==> src/rtl/rrat_retire_pkg.sv <==
// Shared retirement-RAT constants: register-file sizes, index widths, zero reg, FIFO pointer helper.
// Sizes come from the project-wide PROJ_NUM_ARCH_REGS / PROJ_NUM_PHYS_REGS macros when they are defined.
`ifndef PROJ_NUM_ARCH_REGS
`define PROJ_NUM_ARCH_REGS 32
`endif
`ifndef PROJ_NUM_PHYS_REGS
`define PROJ_NUM_PHYS_REGS 64
`endif

package rrat_retire_pkg;
  localparam int RRAT_NUM_ARCH_REGS   = `PROJ_NUM_ARCH_REGS;
  localparam int RRAT_NUM_PHYS_REGS   = `PROJ_NUM_PHYS_REGS;
  localparam int RRAT_FREE_FIFO_DEPTH = 8;
  localparam int LOG_ARCH             = $clog2(RRAT_NUM_ARCH_REGS);
  localparam int LOG_PHYS             = $clog2(RRAT_NUM_PHYS_REGS);
  localparam int RRAT_ZERO_REG        = 0;

  function automatic int fifo_ptr_w(input int depth);
    return (depth > 1) ? $clog2(depth) : 1;
  endfunction
endpackage

==> src/rtl/rrat_retire_free_reg_fifo.sv <==
// Synchronous FIFO holding freed physical registers; DEPTH must be a power of two so pointers wrap naturally.
// Head is registered data (zero while empty); a pop while empty is dropped, a push while full is dropped unless a pop frees the slot.
module free_reg_fifo
  import rrat_retire_pkg::*;
#(
  parameter int WIDTH = 6,
  parameter int DEPTH = 8
) (
  input  logic                          CLK,
  input  logic                          RESET,
  input  logic                          push,
  input  logic [WIDTH-1:0]              push_dat,
  input  logic                          pop,
  output logic [WIDTH-1:0]              head,
  output logic [fifo_ptr_w(DEPTH):0]    count,
  output logic                          full,
  output logic                          empty
);
  localparam int PW = fifo_ptr_w(DEPTH);

  logic [WIDTH-1:0] mem_q [DEPTH];
  logic [WIDTH-1:0] mem_d [DEPTH];
  logic [PW-1:0]    wr_q, wr_d, rd_q, rd_d;
  logic [PW:0]      cnt_q, cnt_d;
  logic             do_push, do_pop;

  always_comb begin
    full    = (cnt_q == (PW+1)'(DEPTH));
    empty   = (cnt_q == '0);
    do_pop  = pop && !empty;
    do_push = push && (!full || do_pop);
    mem_d   = mem_q;
    wr_d    = wr_q;
    rd_d    = rd_q;
    cnt_d   = cnt_q;
    if (do_push) begin
      mem_d[wr_q] = push_dat;
      wr_d        = wr_q + PW'(1);
    end
    if (do_pop) begin
      rd_d = rd_q + PW'(1);
    end
    case ({do_push, do_pop})
      2'b10:   cnt_d = cnt_q + (PW+1)'(1);
      2'b01:   cnt_d = cnt_q - (PW+1)'(1);
      default: cnt_d = cnt_q;
    endcase
  end

  always_ff @(posedge CLK or negedge RESET) begin
    if (!RESET) begin
      for (int i = 0; i < DEPTH; i++) mem_q[i] <= '0;
      wr_q  <= '0;
      rd_q  <= '0;
      cnt_q <= '0;
    end else begin
      mem_q <= mem_d;
      wr_q  <= wr_d;
      rd_q  <= rd_d;
      cnt_q <= cnt_d;
    end
  end

  assign head  = empty ? '0 : mem_q[rd_q];
  assign count = cnt_q;
endmodule

==> src/rtl/rrat_retire.sv <==
// Retirement RAT: committed arch->phys map, commit counter, and the FIFO returning displaced phys regs to rename.
// Optional consistency checker compiled in with macro RRAT_CHECK_EN; otherwise Error_OUT is tied low.
module rrat_retire
  import rrat_retire_pkg::*;
#(
  parameter int NUM_ARCH_REGS   = RRAT_NUM_ARCH_REGS,
  parameter int NUM_PHYS_REGS   = RRAT_NUM_PHYS_REGS,
  parameter int FREE_FIFO_DEPTH = RRAT_FREE_FIFO_DEPTH
) (
  input  logic                             CLK,
  input  logic                             RESET,
  input  logic                             ReadyCommit_IN,
  input  logic                             RegUpdate_IN,
  input  logic [$clog2(NUM_ARCH_REGS)-1:0] Arch_reg_IN,
  input  logic [$clog2(NUM_PHYS_REGS)-1:0] Phys_reg_IN,
  output logic                             Stall_OUT,
  output logic                             Free_valid_OUT,
  output logic [$clog2(NUM_PHYS_REGS)-1:0] Free_reg_OUT,
  input  logic                             Free_ready_IN,
  input  logic [$clog2(NUM_ARCH_REGS)-1:0] Map_rd_arch_IN,
  output logic [$clog2(NUM_PHYS_REGS)-1:0] Map_rd_phys_OUT,
  output logic [31:0]                      Commit_count_OUT,
  output logic                             Error_OUT
);
  localparam int LA = $clog2(NUM_ARCH_REGS);
  localparam int LP = $clog2(NUM_PHYS_REGS);
  localparam int PW = fifo_ptr_w(FREE_FIFO_DEPTH);

  logic [LP-1:0] map_q [NUM_ARCH_REGS];
  logic [LP-1:0] map_d [NUM_ARCH_REGS];
  logic [31:0]   cnt_q, cnt_d;
  logic          accept, upd, push;
  logic [LP-1:0] old_phys, push_dat;
  logic [PW:0]   fifo_count;
  logic          fifo_full, fifo_empty;

  always_comb begin
    map_d    = map_q;
    cnt_d    = cnt_q;
    accept   = ReadyCommit_IN && !fifo_full;
    upd      = accept && RegUpdate_IN;
    old_phys = map_q[Arch_reg_IN];
    push     = 1'b0;
    push_dat = Phys_reg_IN;
    if (accept) begin
      cnt_d = cnt_q + 32'd1;
    end
    if (upd) begin
      push = 1'b1;
      // A write to the zero reg never lands; the new phys reg goes straight back.
      if (Arch_reg_IN != LA'(RRAT_ZERO_REG)) begin
        map_d[Arch_reg_IN] = Phys_reg_IN;
        push_dat           = old_phys;
      end
    end
  end

  always_ff @(posedge CLK or negedge RESET) begin
    if (!RESET) begin
      for (int i = 0; i < NUM_ARCH_REGS; i++) map_q[i] <= LP'(i);
      cnt_q <= '0;
    end else begin
      map_q <= map_d;
      cnt_q <= cnt_d;
    end
  end

  free_reg_fifo #(
    .WIDTH (LP),
    .DEPTH (FREE_FIFO_DEPTH)
  ) u_free_fifo (
    .CLK      (CLK),
    .RESET    (RESET),
    .push     (push),
    .push_dat (push_dat),
    .pop      (Free_ready_IN),
    .head     (Free_reg_OUT),
    .count    (fifo_count),
    .full     (fifo_full),
    .empty    (fifo_empty)
  );

  assign Stall_OUT        = (fifo_count == (PW+1)'(FREE_FIFO_DEPTH));
  assign Free_valid_OUT   = !fifo_empty;
  assign Map_rd_phys_OUT  = map_q[Map_rd_arch_IN];
  assign Commit_count_OUT = cnt_q;

`ifdef RRAT_CHECK_EN
  logic err_q, err_d, flag;

  always_comb begin
    flag = 1'b0;
    if (upd) begin
      for (int i = 0; i < NUM_ARCH_REGS; i++) begin
        if ((LA'(i) != Arch_reg_IN) && (map_q[i] == Phys_reg_IN)) flag = 1'b1;
      end
      if (Phys_reg_IN == old_phys) flag = 1'b1;
      if (int'(Phys_reg_IN) >= NUM_PHYS_REGS) flag = 1'b1;
    end
    err_d = err_q | flag;
  end

  always_ff @(posedge CLK or negedge RESET) begin
    if (!RESET) begin
      err_q <= 1'b0;
    end else begin
      err_q <= err_d;
      if (flag) $display("RRAT: ERROR arch=%0d phys=%0d old=%0d", Arch_reg_IN, Phys_reg_IN, old_phys);
    end
  end

  assign Error_OUT = err_q;
`else
  assign Error_OUT = 1'b0;
`endif
endmodule

==> config.mk <==
export PLATFORM = sky130hd
export DESIGN_NAME = rrat_retire
export DESIGN_NICKNAME = d
export VERILOG_FILES = /design/src/rtl/rrat_retire_pkg.sv /design/src/rtl/rrat_retire_free_reg_fifo.sv /design/src/rtl/rrat_retire.sv
export SDC_FILE = /design/constraint.sdc
export NUM_CORES = 1
export LEC_CHECK = 0
export ABC_AREA = 1
export ABC_CLOCK_PERIOD_IN_PS = 5100
export BUFFER_PORTS_ARGS = -buffer_cell sky130_fd_sc_hd__buf_2
export CAP_MARGIN = 20
export CORE_MARGIN = 1
export CORE_UTILIZATION = 35
export CTS_CLUSTER_SIZE = 20
export DETAILED_ROUTE_END_ITERATION = 7
export SYNTH_ARGS = -nofsm -noshare
export SYNTH_HDL_FRONTEND = slang
export SYNTH_SLANG_ARGS = --single-unit
==> constraint.sdc <==
create_clock -name CLK -period 5.1 [get_ports CLK]
set_input_delay 0 -clock CLK [delete_from_list [all_inputs] [get_ports CLK]]
set_output_delay 0 -clock CLK [all_outputs]
set_load 0.03 [all_outputs]
; Word-level counts from Yosys, hierarchy flattened
; Index checks and enable logic that the tools add are counted.
; Widths: inputs -> output; s select.
[classes]
n_bitwise = 4
eq_ne = 3
order_cmp = 6
add_sub_neg = 5
muxes = 20
reduce_logical = 13
[op_table]
columns = cell, count
row1 = $bwmux 192, 1
row2 = $mux 6, 11
row3 = $bmux 6 s5, 2
row4 = $bwmux 48, 1
row5 = $add 32x1->32 const B, 1
row6 = $demux 6 s5, 1
row7 = $bmux 6 s3, 1
row8 = $demux 6 s3, 1
row9 = $ge 6x6->1 const B, 2
row10 = $not 5->6, 2
row11 = $ge 4x4->1 const B, 2
row12 = $not 3->4, 2
row13 = $pmux 4 s2, 1
row14 = $add 3x1->3 const B, 2
row15 = $logic_and 1x1->1, 6
row16 = $lt 6x1->1 const B, 1
row17 = $reduce_bool 5->1, 1
row18 = $add 4x1->4 const B, 1
row19 = $eq 4x4->1 const B, 1
row20 = $logic_not 4->1, 1
row21 = $lt 4x1->1 const B, 1
row22 = $sub 4x1->4 const B, 1
row23 = $eq 2x1->1 const B, 1
row24 = $eq 2x2->1 const B, 1
row25 = 5 further kinds, 6
[totals]
in_bits = 21
out_inout_bits = 47
wordCells = 95
reg_bits = 282

; Longest topological paths before layout
[depth]
word_depth = 8
ltp_mapped = 12
mapped_depth_nobuf = 12

; Modules after synthesis
; Synthesis repeated with hierarchy kept, for this count alone.
[hier_totals]
cells_unflattened = 2246
area_unflattened_um2 = 15838.9
[by_module_without_submodules]
columns = module, instances, seq_area_each_um2, cells_per_inst, area_per_inst_um2
row1 = rrat_retire, 1, 5705.5, 1903, 12966.2
row2 = free_reg_fifo, 1, 1451.4, 343, 2872.8

; Worst setup path before layout
; No wires, ideal clock.
[synth_timing]
kind = reg2reg
startpoint = register u_free_fifo.cnt_q[1], in the netlist u_free_fifo.count[1]
endpoint = register u_free_fifo.cnt_q[2], in the netlist u_free_fifo.count[2]
path_buffers = 0
synth_period_minus_slack_ns = 2.291
arrival_ns = 2.172
setup_time_ns = 0.119
required_time_ns = 4.981
setup_slack_ns = 2.809
stages_incl_launch_ff = 12
cell_sequence = dfrtp_1 nor2_1 nand3_1 nand2_1 inv_1 ha_1 xor2_1 ha_1 a21oi_1 a21oi_1 o21ai_0 o21a_1
[synth_between]
elab_cells_between_ends = 16
classes_between = 2 x add/sub / 3 x eq/ne / 2 x mux / 9 x reduce/logical
[synth_rtl]
columns = item, line
row1 = start: declaration, rrat_retire_free_reg_fifo.sv:24  ; logic [PW:0] cnt_q, cnt_d;
row2 = start signal: assignment, rrat_retire_free_reg_fifo.sv:60  ; cnt_q <= cnt_d;
row3 = $logic_not 4->1 *, rrat_retire_free_reg_fifo.sv:29  ; empty = (cnt_q == '0);
row4 = $logic_not 1->1 *, -
row5 = named net Free_valid_OUT, rrat_retire.sv:17  ; output logic Free_valid_OUT,
row6 = $logic_and 1x1->1 *, rrat_retire_free_reg_fifo.sv:30  ; do_pop = pop && !empty;
row7 = named net u_free_fifo.do_pop, rrat_retire_free_reg_fifo.sv:25  ; logic do_push, do_pop;
row8 = $logic_or 1x1->1, rrat_retire_free_reg_fifo.sv:31  ; do_push = push && (!full || do_pop);
row9 = $logic_and 1x1->1, rrat_retire_free_reg_fifo.sv:31
row10 = $eq 2x1->1 or $eq 2x2->1 (tied branches), rrat_retire_free_reg_fifo.sv:43  ; case ({do_push, do_pop})
row11 = $pmux 4 s2 or $reduce_bool 2->1 (tied branches), -
; The timed path passes the listed nets; every way through them passes the cells marked *.
; A chain may end at the register's enable or synchronous reset.

; Worst setup path after layout
[layout_timing]
startpoint = input Map_rd_arch_IN[2]
endpoint = output Map_rd_phys_OUT[1]
[layout_between]
elab_chain_cells = 4
[layout_lines]
columns = item, line
row1 = start: declaration, rrat_retire.sv:20  ; input logic [$clog2(NUM_ARCH_REGS)-1:0] Map_rd_arch_IN,
row2 = $not 5->6 (implied by the code), rrat_retire.sv:85  ; assign Map_rd_phys_OUT = map_q[Map_rd_arch_IN];
row3 = $bmux 6 s5, rrat_retire.sv:85
row4 = $mux 6 (implied by the code) (2 in a row), rrat_retire.sv:85
row5 = end: declaration, rrat_retire.sv:21  ; output logic [$clog2(NUM_PHYS_REGS)-1:0] Map_rd_phys_OUT,
; No other way between the ends. The select of a mux whose other input is x is not followed.

==> metrics.txt <==
power share of the combinational group=0.250; Worst setup EP type=primary output; post-synthesis net count=2279; final layout net count=2275; HPWL after detailed placement=32400 µm; post-route fraction of the period consumed by the critical path=0.567; number of antenna diodes=0; buffer and inverter count on the worst path=3; crit-path max cell delay=1.02 ns; number of enable flip-flop cells after synthesis=0; Slowest-stage cell, CP=sky130_fd_sc_hd__clkinv_1; clock tree from TritonCTS=yes; number of violations reported at the end of detailed-routing iteration 0=1491; peak fanout along the critical path=26; synthesis-to-layout area growth=12.2%; via count of the routed design=14900; setup TNS after final layout=0 ns; post-synthesis sequential element count=282; cell at the root of the clock tree=sky130_fd_sc_hd__clkbuf_16; clock skew after layout=0.0314 ns; TritonCTS buffer count=35; maximum achievable frequency=346 MHz; setup repair bufs after CTS=0; Post-Syn Area=0.0157 mm²; critical path, cell by cell=buf_2, clkinv_1, o31ai_1, nand2_1, nand2_1, nand2_1, buf_2; Required @ worst endpoint=5.10 ns; CTS HTree Levels=2; type of the setup path with the least slack=input port to primary output; maximum number of pins on one net before global-route repair=147; clock input transition at the sequential cells of the worst setup and hold paths=0.05 ns; Reg power frac=0.424; number of endpoints failing setup at the final stage=0; Floorplan Core Area=0.0443 mm²; complex-gate fraction of the synthesized area=0.107; count of buffers inserted at the top-level ports=66; hold slack=0.00459 ns; DRC viols=0; Max Transition Viols Final=0; horizontal die dimension=214 µm; Boundary Pins=68; die area=0.0458 mm²; slew margin rel.=0.264; number of clock sinks=282; dominant synthesized flop cell=sky130_fd_sc_hd__dfrtp_1; number of filler instances in the final layout=4696; total global-route track usage=0.222; clock latency at the later pin of the worst-skew pair=0.56 ns; transition time at the pin with the least slew margin=1.10 ns; fraction of final layout cells sized beyond drive strength 1=0.113; run status=finished clean; first-pass iteration count of the detailed router=5; Routed Antenna Nets=0; dominant delay contributor by cell family on the critical path=buffers and inverters; wirelength, routed=50800 µm; most frequent CP cell=sky130_fd_sc_hd__nand2_1; worst-case setup slack after placement=2.21 ns; ys async rst share=1.00; vias per inst=5.21; share of synthesized area occupied by flip-flops and latches=0.455; switching power share of the total=0.356; number of global-route vias before repair=13900; maximum vdd drop=0.379 mV; unrepaired setup endpoints after global routing=false; hold violation total from the final report=0; net switching power=2750 µW; Core Rows=77; initial cell density of the core=0.355; area share of xor/xnor cells in the synthesized design=0.0184; number of cells produced by synthesis=2252; type of the worst min-delay path=input port to async pin; Yosys Warn Count=0; clock power share=0.326; Power Dens Cells=437 mW/mm²; fin crit period=2.89 ns; maxcap violations=0; largest family of logic cells by synthesized area=simple AND/OR/NAND/NOR gates; Cell Int Power=4960 µW; vertical die dimension=214 µm; Avg Inst Size Synth=6.99 µm²; Leakage Power=0.00836 µW; share of synthesized cell area in full adder, half adder and majority cells=0.00477; simple-gate share of the synthesized area=0.361; post-synthesis mux area share=0; Synth cell types=38; least setup slack across all paths after layout=2.21 ns; global-route wire length before repair=80400 µm; total congestion overflow after global routing=0; wire per inst=17.7 µm; largest buffer count on any clock path=3; kind of start point of the critical path=input port; initial antenna violation count=0; routability congestion estimate=0.897; arrival time of data at the critical path endpoint=2.89 ns
-- cell families after synthesis --
family,count (synthesis)
other cells,1
xor+xnor,33
fa+ha+maj,6
buf+inv,213
flops,282
simple gates,1401
compound gates,316
-- registers in the layout, summed over array words and instances, names as in the netlist --
register	cells
u_free_fifo.wr_q	3
u_free_fifo.count	4
u_free_fifo.mem_q	48
Commit_count_OUT	32
map_q	192
u_free_fifo.rd_q	3
-- worst register-to-register path, stage by stage, from the launching register on --
cell and delay [ns]:
sky130_fd_sc_hd__dfrtp_1 0.43, sky130_fd_sc_hd__nor2_1 0.10, sky130_fd_sc_hd__nand3_2 0.10, sky130_fd_sc_hd__nand2_4 0.16, sky130_fd_sc_hd__nor2_8 0.19, sky130_fd_sc_hd__nand2_2 0.27
sky130_fd_sc_hd__nor3_4 0.46, sky130_fd_sc_hd__nand2_1 0.41, sky130_fd_sc_hd__nand2_1 0.15, sky130_fd_sc_hd__o21ai_1 0.07
-- layout make-up --
type	count	area, µm²	area share
sequential	282	7160	0.405
timing repair buffer	89	568	0.0322
tap	592	741	0.0419
clock inverter	12	129	0.00730
clock buffer	52	1020	0.0578
multi-input combinational	1757	7730	0.438
inverter	83	314	0.0178
-- cell usage after synthesis, drive strengths merged, types with 4 or more instances --
cell	count	share of area
nor3	20	0.011
dfrtp	202	0.32
ha	6	0.0048
o211ai	6	0.0029
nand3	152	0.051
a21oi	39	0.012
xnor2	12	0.0067
clkbuf	86	0.021
inv	82	0.020
o32ai	12	0.0067
xor2	21	0.012
dfstp	80	0.13
o21ai	243	0.077
o31ai	14	0.0067
buf	44	0.014
nand2	1049	0.25
nor2	169	0.044
nand4	4	0.0016
-- final timing paths --
path                       slack (ns)                                 to                              from  cells after the start
max in group asynchronous        3.73              map_q[42]$_DFFE_PN0P_                             RESET                      3
setup / recovery                 2.21                 Map_rd_phys_OUT[1]                 Map_rd_arch_IN[2]                      7
hold / removal                  0.005  u_free_fifo.mem_q[14]$_DFFE_PN0P_                             RESET                      2
hold reg to reg                  0.38             map_q[189]$_DFFE_PN0P_            map_q[189]$_DFFE_PN0P_                      0
min in group CLK                 0.05             map_q[118]$_DFFE_PN0P_                    Phys_reg_IN[4]                      4
setup reg to reg                 2.61              map_q[93]$_DFFE_PN0P_  u_free_fifo.count[1]$_DFFE_PN0P_                      9
-- routing by layer --
layer,GRT usage,vias up,wire length [µm],part of all wire
met5,0,-,0,0
met4,0.0886,0,1920,0.038
met3,0.0366,116,3620,0.071
met2,0.340,556,22500,0.44
met1,0.311,7093,22800,0.45
li1,-,7171,-,-
-- metrics by stage --
step	total power, µW	area, µm²	std cells	util
floorplan	4570	15700	2252	-
global placement	5160	16400	2797	0.371
detailed placement	5200	16400	2797	0.371
CTS	7760	17600	2865	0.397
global route	8180	17700	2867	0.399
finish	7710	17700	2867	0.399
-- placed cells by master, fill, tap and decap left out, types with 2 or more instances in the layout --
cell	instances
sky130_fd_sc_hd__buf_2	65
sky130_fd_sc_hd__nand3_2	7
sky130_fd_sc_hd__ha_1	6
sky130_fd_sc_hd__buf_4	16
sky130_fd_sc_hd__nand4_1	4
sky130_fd_sc_hd__bufinv_16	2
sky130_fd_sc_hd__nand3_1	145
sky130_fd_sc_hd__o211ai_1	6
sky130_fd_sc_hd__dfstp_2	80
sky130_fd_sc_hd__clkbuf_16	36
sky130_fd_sc_hd__clkbuf_8	6
sky130_fd_sc_hd__nor3_2	7
sky130_fd_sc_hd__nor2_1	162
sky130_fd_sc_hd__xnor2_1	12
sky130_fd_sc_hd__nor3b_1	2
sky130_fd_sc_hd__clkbuf_1	10
sky130_fd_sc_hd__inv_6	2
sky130_fd_sc_hd__o21ai_1	70
sky130_fd_sc_hd__nor3_4	3
sky130_fd_sc_hd__nand2_1	1047
sky130_fd_sc_hd__dfrtp_1	202
sky130_fd_sc_hd__dlygate4sd3_1	4
sky130_fd_sc_hd__o21ai_0	173
sky130_fd_sc_hd__o31ai_1	14
sky130_fd_sc_hd__a21oi_1	39
sky130_fd_sc_hd__inv_1	71
sky130_fd_sc_hd__xor2_1	21
sky130_fd_sc_hd__o32ai_1	12
sky130_fd_sc_hd__inv_2	10
sky130_fd_sc_hd__nor3_1	10
sky130_fd_sc_hd__nor4_1	3
sky130_fd_sc_hd__clkinv_2	7
sky130_fd_sc_hd__buf_12	2
sky130_fd_sc_hd__nor2_4	6
-- timing repair --
item	in CTS	in global routing
setup endpoints to repair	0	0
hold buffers	4	0
gates resized for setup	0	0
endpoints found under the hold margin	78	0
-- power groups by stage --
| stage | combinational, µW | clock, µW | sequential (µW) |
|---|---|---|---|
| finish | 1930 | 2510 | 3270 |
| global route | 2170 | 2660 | 3340 |
| CTS | 1930 | 2580 | 3260 |
| detailed placement | 1920 | 0 | 3290 |
| global placement | 1880 | 0 | 3280 |
| floorplan | 1400 | 0 | 3170 |
Power figures use the tool's default switching activity.
